## src/rtl/ysyx_exu_rs.sv

```systemverilog
// Reservation station for one functional unit: dispatches into the lowest free slot,
// wakes operands from parallel CDBs, and issues the oldest ready entry via an age matrix.
module ysyx_exu_rs #(
  parameter int unsigned XLEN     = 32,
  parameter int unsigned RS_SIZE  = 4,
  parameter int unsigned ROB_SIZE = 16,
  parameter int unsigned NUM_CDB  = 2,
  parameter int unsigned OP_W     = 5,
  localparam int unsigned TAG_W   = $clog2(ROB_SIZE) + 1,
  localparam int unsigned IDX_W   = $clog2(RS_SIZE),
  localparam int unsigned OCC_W   = $clog2(RS_SIZE) + 1
) (
  input  logic                     clock,
  input  logic                     reset,
  input  logic                     flush_pipeline,
  input  logic                     disp_valid,
  output logic                     disp_ready,
  input  logic [OP_W-1:0]          disp_op,
  input  logic [XLEN-1:0]          disp_vj,
  input  logic [XLEN-1:0]          disp_vk,
  input  logic [TAG_W-1:0]         disp_qj,
  input  logic [TAG_W-1:0]         disp_qk,
  input  logic [TAG_W-1:0]         disp_dest,
  input  logic [XLEN-1:0]          disp_imm,
  input  logic [XLEN-1:0]          disp_pc,
  input  logic [NUM_CDB-1:0]       cdb_valid,
  input  logic [NUM_CDB*TAG_W-1:0] cdb_tag,
  input  logic [NUM_CDB*XLEN-1:0]  cdb_data,
  output logic                     iss_valid,
  input  logic                     iss_ready,
  output logic [OP_W-1:0]          iss_op,
  output logic [XLEN-1:0]          iss_vj,
  output logic [XLEN-1:0]          iss_vk,
  output logic [XLEN-1:0]          iss_imm,
  output logic [XLEN-1:0]          iss_pc,
  output logic [TAG_W-1:0]         iss_dest,
  output logic [OCC_W-1:0]         occupancy
);

  typedef struct packed {
    logic [OP_W-1:0]  op;
    logic [XLEN-1:0]  vj;
    logic [XLEN-1:0]  vk;
    logic [XLEN-1:0]  imm;
    logic [XLEN-1:0]  pc;
    logic [TAG_W-1:0] qj;
    logic [TAG_W-1:0] qk;
    logic [TAG_W-1:0] dest;
  } entry_t;

  logic [RS_SIZE-1:0] busy_q, busy_d;
  entry_t             ent_q [RS_SIZE];
  entry_t             ent_d [RS_SIZE];
  // older_q[i][j] set means entry j was allocated before entry i.
  logic [RS_SIZE-1:0] older_q [RS_SIZE];
  logic [RS_SIZE-1:0] older_d [RS_SIZE];

  logic [RS_SIZE-1:0] ready, sel_oh;
  logic [IDX_W-1:0]   sel_idx, alloc_idx;
  logic               iss_fire, disp_fire;
  entry_t             disp_ent;

  always_comb begin
    sel_idx = '0;
    for (int i = 0; i < RS_SIZE; i++) begin
      ready[i] = busy_q[i] && (ent_q[i].qj == '0) && (ent_q[i].qk == '0);
    end
    for (int i = 0; i < RS_SIZE; i++) begin
      sel_oh[i] = ready[i] && ((older_q[i] & ready) == '0);
      if (sel_oh[i]) sel_idx = IDX_W'(i);
    end
  end

  always_comb begin
    alloc_idx = '0;
    for (int i = RS_SIZE - 1; i >= 0; i--) begin
      if (!busy_q[i]) alloc_idx = IDX_W'(i);
    end
    occupancy = '0;
    for (int i = 0; i < RS_SIZE; i++) occupancy = occupancy + OCC_W'(busy_q[i]);
  end

  assign disp_ready = !(&busy_q);
  assign iss_valid  = |ready;
  assign iss_fire   = iss_valid && iss_ready;
  assign disp_fire  = disp_valid && disp_ready;
  assign iss_op     = ent_q[sel_idx].op;
  assign iss_vj     = ent_q[sel_idx].vj;
  assign iss_vk     = ent_q[sel_idx].vk;
  assign iss_imm    = ent_q[sel_idx].imm;
  assign iss_pc     = ent_q[sel_idx].pc;
  assign iss_dest   = ent_q[sel_idx].dest;

  // Dispatch-time bypass; iterating downward lets the lowest CDB port win.
  always_comb begin
    disp_ent.op   = disp_op;
    disp_ent.vj   = disp_vj;
    disp_ent.vk   = disp_vk;
    disp_ent.imm  = disp_imm;
    disp_ent.pc   = disp_pc;
    disp_ent.qj   = disp_qj;
    disp_ent.qk   = disp_qk;
    disp_ent.dest = disp_dest;
    for (int k = NUM_CDB - 1; k >= 0; k--) begin
      if (cdb_valid[k] && disp_qj != '0 && cdb_tag[k*TAG_W +: TAG_W] == disp_qj) begin
        disp_ent.vj = cdb_data[k*XLEN +: XLEN];
        disp_ent.qj = '0;
      end
      if (cdb_valid[k] && disp_qk != '0 && cdb_tag[k*TAG_W +: TAG_W] == disp_qk) begin
        disp_ent.vk = cdb_data[k*XLEN +: XLEN];
        disp_ent.qk = '0;
      end
    end
  end

  always_comb begin
    busy_d = busy_q;
    for (int i = 0; i < RS_SIZE; i++) begin
      ent_d[i]   = ent_q[i];
      older_d[i] = older_q[i];
    end
    for (int i = 0; i < RS_SIZE; i++) begin
      for (int k = NUM_CDB - 1; k >= 0; k--) begin
        if (busy_q[i] && cdb_valid[k] && ent_q[i].qj != '0 &&
            cdb_tag[k*TAG_W +: TAG_W] == ent_q[i].qj) begin
          ent_d[i].vj = cdb_data[k*XLEN +: XLEN];
          ent_d[i].qj = '0;
        end
        if (busy_q[i] && cdb_valid[k] && ent_q[i].qk != '0 &&
            cdb_tag[k*TAG_W +: TAG_W] == ent_q[i].qk) begin
          ent_d[i].vk = cdb_data[k*XLEN +: XLEN];
          ent_d[i].qk = '0;
        end
      end
    end
    if (iss_fire) busy_d[sel_idx] = 1'b0;
    if (disp_fire) begin
      busy_d[alloc_idx]  = 1'b1;
      ent_d[alloc_idx]   = disp_ent;
      older_d[alloc_idx] = busy_q & ~(iss_fire ? sel_oh : '0);
      for (int j = 0; j < RS_SIZE; j++) older_d[j][alloc_idx] = 1'b0;
    end
  end

  always_ff @(posedge clock) begin
    if (!reset || flush_pipeline) begin
      busy_q <= '0;
      for (int i = 0; i < RS_SIZE; i++) begin
        ent_q[i].qj <= '0;
        ent_q[i].qk <= '0;
        older_q[i]  <= '0;
      end
    end else begin
      busy_q <= busy_d;
      for (int i = 0; i < RS_SIZE; i++) begin
        ent_q[i]   <= ent_d[i];
        older_q[i] <= older_d[i];
      end
    end
  end

endmodule

```

## config.mk

```make
export PLATFORM = sky130hd
export DESIGN_NAME = ysyx_exu_rs
export DESIGN_NICKNAME = d
export VERILOG_FILES = /design/src/rtl/ysyx_exu_rs.sv
export SDC_FILE = /design/constraint.sdc
export NUM_CORES = 1
export LEC_CHECK = 0
export ABC_AREA = 1
export CORE_MARGIN = 2
export CORE_UTILIZATION = 40
export DETAILED_ROUTE_END_ITERATION = 6
export DONT_BUFFER_PORTS = 1
export SYNTH_ARGS = -nofsm -noshare
export SYNTH_HDL_FRONTEND = slang
export SYNTH_SLANG_ARGS = --single-unit
```

## constraint.sdc

```tcl
create_clock -name clock -period 25.7 [get_ports clock]
set_input_delay 2.57 -clock clock [delete_from_list [all_inputs] [get_ports clock]]
set_output_delay 2.57 -clock clock [all_outputs]
set_load 0.01 [all_outputs]
```

# After elaboration in Yosys (flattened, before gate mapping)
# Memories as Yosys holds them, arrays and structs flattened.
# Cells that the tools add are included.
# word_totals
wordCells	220
n_memories	2
ram_bits	608
ff_bits	4
output_inout_bits	143
inputBits	229
# memory_table
memory	words	width	read_ports	rd_clocked_by_memory_dff	wr	line	source
ent_q	4	148	5	0	4	52	entry_t ent_q [RS_SIZE];
older_q	4	4	4	0	4	55	logic [RS_SIZE-1:0] older_q [RS_SIZE];
# classes
n_eq_ne	20
addsub	3
magnitude_cmp	6
bitwise	23
mux	73
reduce_logical	92
# op_table
op	count
$mux 32	20
$bwmux 592	1
$mux 592	1
$demux 148 s2	1
$mux 148	1
$eq 5x5->1	20
$mux 5	20
$logic_and 1x1->1	65
$reduce_bool 5->1	10
$and 4x4->4	10
$logic_not 5->1	8
$mux 10	4
$mux 4	8
$bwmux 16	1
$logic_not 4->1	4
$mux 16	1
$mux 2	6
$not 4->4	3
$demux 4 s2	1
$or 1x1->1	8
$lt 2x3->1 const B	2
$mux 1	6
$demux 1 s2	2
$ge 2x1->1 const B	2
other kinds (11)	12

# Depth between registers and ports, before layout
# An unclocked memory read counts as a cell.
# depth
depth_word	19
ltp_mapped	14

# Least setup slack after synthesis
# OpenSTA, ideal clock, no wires.
# synth_timing
path_kind	input-to-reg
startpoint	in reset
endpoint	mem older_q[0][2]
cell_stages	6
t_arrival_ns	11.144
t_required_ns	25.598
n_path_buf	2
slack_ns	14.454
setup_ns	0.102
path_cell_list	inv_1 > nor2_1 > clkbuf_1 > clkbuf_1 > o21ai_0 > a21oi_1
# synth_rtl
element	line	source
from (decl)	14	input logic reset,
to (decl)	55	

==> results.py <==
metrics = {
    "global_route": {
        "first_global_vias": 32100,
        "grt_first_pass_wirelength_um": 209000,
        "track_usage": 0.292,
        "antenna_found_initial": 4,
        "grt_max_degree": 152,
        "gr-total-overflow": 0,
    },
    "placement": {
        "place_worst_setup_slack_ns": 19.05,
        "place_inst": 5589,
        "portBuffers": 0,
        "place_area_um2": 37100,
        "place.gp.congestion": 0.907,
        "dpl.hpwl_um": 80000,
    },
    "logic_synthesis": {
        "synth_ff_type": "edfxtp_1",
        "ys_seq_elements": 612,
        "syn-mean-instance-area_um2": 7.85,
        "synth-edff-count": 552,
        "synth_xor_area_frac": 0.00692,
        "ys_async_sr_fraction": 0,
        "yosysSeqAreaShare": 0.484,
        "netlist_area_um2": 36700,
        "synthCells": 4673,
        "synth_cell_type_count": 42,
        "synth-simple-area-share": 0.309,
        "synth_top_family_by_area": "simple AND/OR/NAND/NOR gates",
        "synth-adder-area-share": 0.00157,
        "yosysWarnings": 0,
        "syn-num-nets": 4906,
        "synth-compound-area-share": 0.125,
        "synthMuxAreaShare": 0,
    },
    "routing": {
        "vias": 34000,
        "postRouteAntennaNets": 0,
        "routedWlPerCell_um": 24.8,
        "dr.pass1.iters": 6,
        "drc": 0,
        "initialDrtViolationCount": 4245,
        "wl_um": 142000,
        "viasPerCell": 5.94,
    },
    "floorplan": {
        "die_y_um": 307,
        "die-area_um2": 94200,
        "io_pins": 372,
        "fp-row-count": 111,
        "dieWidth_um": 307,
        "design.core.area_um2": 91200,
        "initial_utilization": 0.402,
    },
    "worst_setup_path": {
        "critPathMaxStageDelay_ns": 0.82,
        "crit_fanout": 77,
        "critPathCaptureType": "output pin",
        "critPathLaunchType": "flip-flop",
        "critPathKind": "flip-flop to output pin",
        "crit_path_cell_trace": "nor2_1 -> nand3_1 -> nor2_4 -> nand3_1 -> nand2_2 -> nor2_8 -> nor2_8 -> buf_4 -> buf_4 -> nor2_1 -> o21ai_2 -> nand3_1",
        "crit_slowest_cell": "buf_4",
        "required_ns": 23.13,
        "cp.arrival_ns": 4.58,
        "path_common_cell": "nand3_1",
        "timing.rr.start": "busy_q[1]",
        "cp-startpoint": "ent_q[2][6]",
    },
    "worst_hold_path": {
        "hp-class": "flip-flop to flip-flop",
        "min_from": "older_q[3][3]",
    },
    "clock_network": {
        "clockBufferDepth": 3,
        "cts_sinks": 612,
        "clk_pin_slew_ns": 0.05,
        "post_cts_buffers": 0,
        "cts_tree": "yes",
        "cts-root-buf": "clkbuf_16",
        "ctsResizeCount": 0,
        "hold_buffers": 0,
        "clock_latency_ns": 0.66,
        "cts_made_buffers": 73,
        "cts_max_level": 3,
    },
    "power": {
        "p_total_uw": 2310,
        "power_density_nw_per_um2": 58.6,
        "p_leak_uw": 0.0163,
        "ir_drop_uv": 41.0,
    },
    "timing": {
        "worst-slew-pin-transition_ns": 1.30,
        "tns_ns": 0,
        "slew_viol_final": 0,
        "fmax_mhz": 140,
        "period_needed_ns": 7.15,
        "timing.final.ws_setup_ns": 18.55,
        "finalHoldViolations": 0,
        "finalCritPeriodShare": 0.278,
        "setup_viol": 0,
        "rsz0062_at_grt": "no",
        "fin_worst_skew_ns": 0.0328,
        "maxSlewHeadroom": 0.137,
    },
    "layout": {
        "finalNonFillerCells": 5722,
        "design_area_um2": 39400,
        "synthToLayoutAreaGrowth_pct": 7.33,
        "final_nets": 4711,
        "n_fill_cell": 9265,
        "drive_gt1_frac": 0.0765,
    },
    "outcome": {
        "status": "completed",
    },
    "flow_run": {
        "drv_cap": 0,
    },
}
cells by family (layout without fill, tap and decap cells):
| logic type | count (synthesis) | after routing |
|---|---|---|
| AO/OA/AOI/OAI | 740 | 740 |
| XOR/XNOR | 29 | 29 |
| adder cells (fa/ha/maj) | 4 | 4 |
| buffers and inverters | 600 | 460 |
| flip-flops | 612 | 612 |
| other | 0 | 3 |
| AND/OR/NAND/NOR | 2688 | 2688 |
metrics by stage:
step           utilization  hold WS [ns]
5_1_grt              0.432         0.463
4_1_cts              0.432         0.440
3_3_place_gp         0.407         0.423
6_report             0.432         0.435
3_5_place_dp         0.407         0.430
2_1_floorplan            -         0.409
registers in the layout, summed over array words and instances, names as in the netlist:
signal and flops:
ent_q 592, busy_q 4, older_q 16
worst max-delay path: cells and delay by family, from the launching register on:
| kind | cells | cell delay, ns |
|---|---|---|
| and+or+nand+nor | 9 | 1.85 |
| buffers and inverters | 2 | 1.50 |
| DFF | 1 | 0.37 |
| AOI/OAI and AO/OA | 1 | 0.08 |
final timing paths:
check / endpoint / slack [ns] / depth (start not counted)
worst max-delay path: iss_imm[18] / 18.55 / 12
worst min register to register: older_q[3][3] / 0.44 / 2
worst max register to register: ent_q[3][90] / 20.94 / 11
worst min-delay path: older_q[3][3] / 0.44 / 2
area by class of cell:
type | count | area [um2] | area share
Antenna cell | 3 | 7.51 | 0.000191
Clock buffer | 93 | 1920 | 0.0488
Clock inverter | 37 | 340 | 0.00864
Inverter | 268 | 1020 | 0.0258
Multi-Input combinational cell | 3461 | 16400 | 0.416
Sequential cell | 612 | 17800 | 0.451
Tap cell | 1186 | 1480 | 0.0377
Timing Repair Buffer | 62 | 478 | 0.0121
where the power goes:
| part | internal, uW | leakage [uW] | switching (uW) |
|---|---|---|---|
| Sequential | 1110 | 0.00549 | 11.7 |
| Clock | 564 | 0.00110 | 450 |
| Combinational | 43.5 | 0.00971 | 133 |
cells in the mapped netlist (all sizes together) (15+ instances only):
| library cell | n | area, um2 |
|---|---|---|
| nor3 | 15 | 75.1 |
| inv | 268 | 1010 |
| a21oi | 158 | 791 |
| o21ai | 356 | 2160 |
| xor2 | 23 | 201 |
| nand3 | 754 | 3780 |
| o22ai | 44 | 275 |
| o211ai | 163 | 1220 |
| nand2 | 1202 | 4530 |
| buf | 212 | 1240 |
| clkbuf | 120 | 450 |
| nand4 | 27 | 169 |
| edfxtp | 552 | 16600 |
| nor2 | 676 | 2670 |
| dfxtp | 60 | 1200 |
layout by cell type, fill, tap and decap left out, types with 6 or more instances in the layout:
| cell | instances |
|---|---|
| a211oi_1 | 10 |
| a21oi_1 | 158 |
| buf_4 | 61 |
| clkbuf_1 | 19 |
| clkbuf_16 | 74 |
| clkinv_1 | 17 |
| clkinv_2 | 10 |
| dfxtp_1 | 60 |
| edfxtp_1 | 552 |
| inv_1 | 234 |
| inv_2 | 32 |
| nand2_1 | 1183 |
| nand2_2 | 16 |
| nand3_1 | 752 |
| nand4_1 | 27 |
| nor2_1 | 644 |
| nor2_2 | 12 |
| nor2_4 | 17 |
| nor3_1 | 15 |
| nor4_1 | 7 |
| o211ai_1 | 163 |
| o21ai_0 | 190 |
| o21ai_1 | 66 |
| o21ai_2 | 100 |
| o22ai_1 | 44 |
| xnor2_1 | 6 |
| xor2_1 | 23 |
per-layer routing:
layer | share of wire | vias up | track usage
met2 | 0.45 | 1925 | 0.464
li1 | - | 15600 | -
met3 | 0.11 | 365 | 0.0754
met1 | 0.40 | 16100 | 0.383
met5 | 0.00020 | - | 0
met4 | 0.038 | 4 | 0.111
Note: power is estimated with default switching activity, not from simulation.
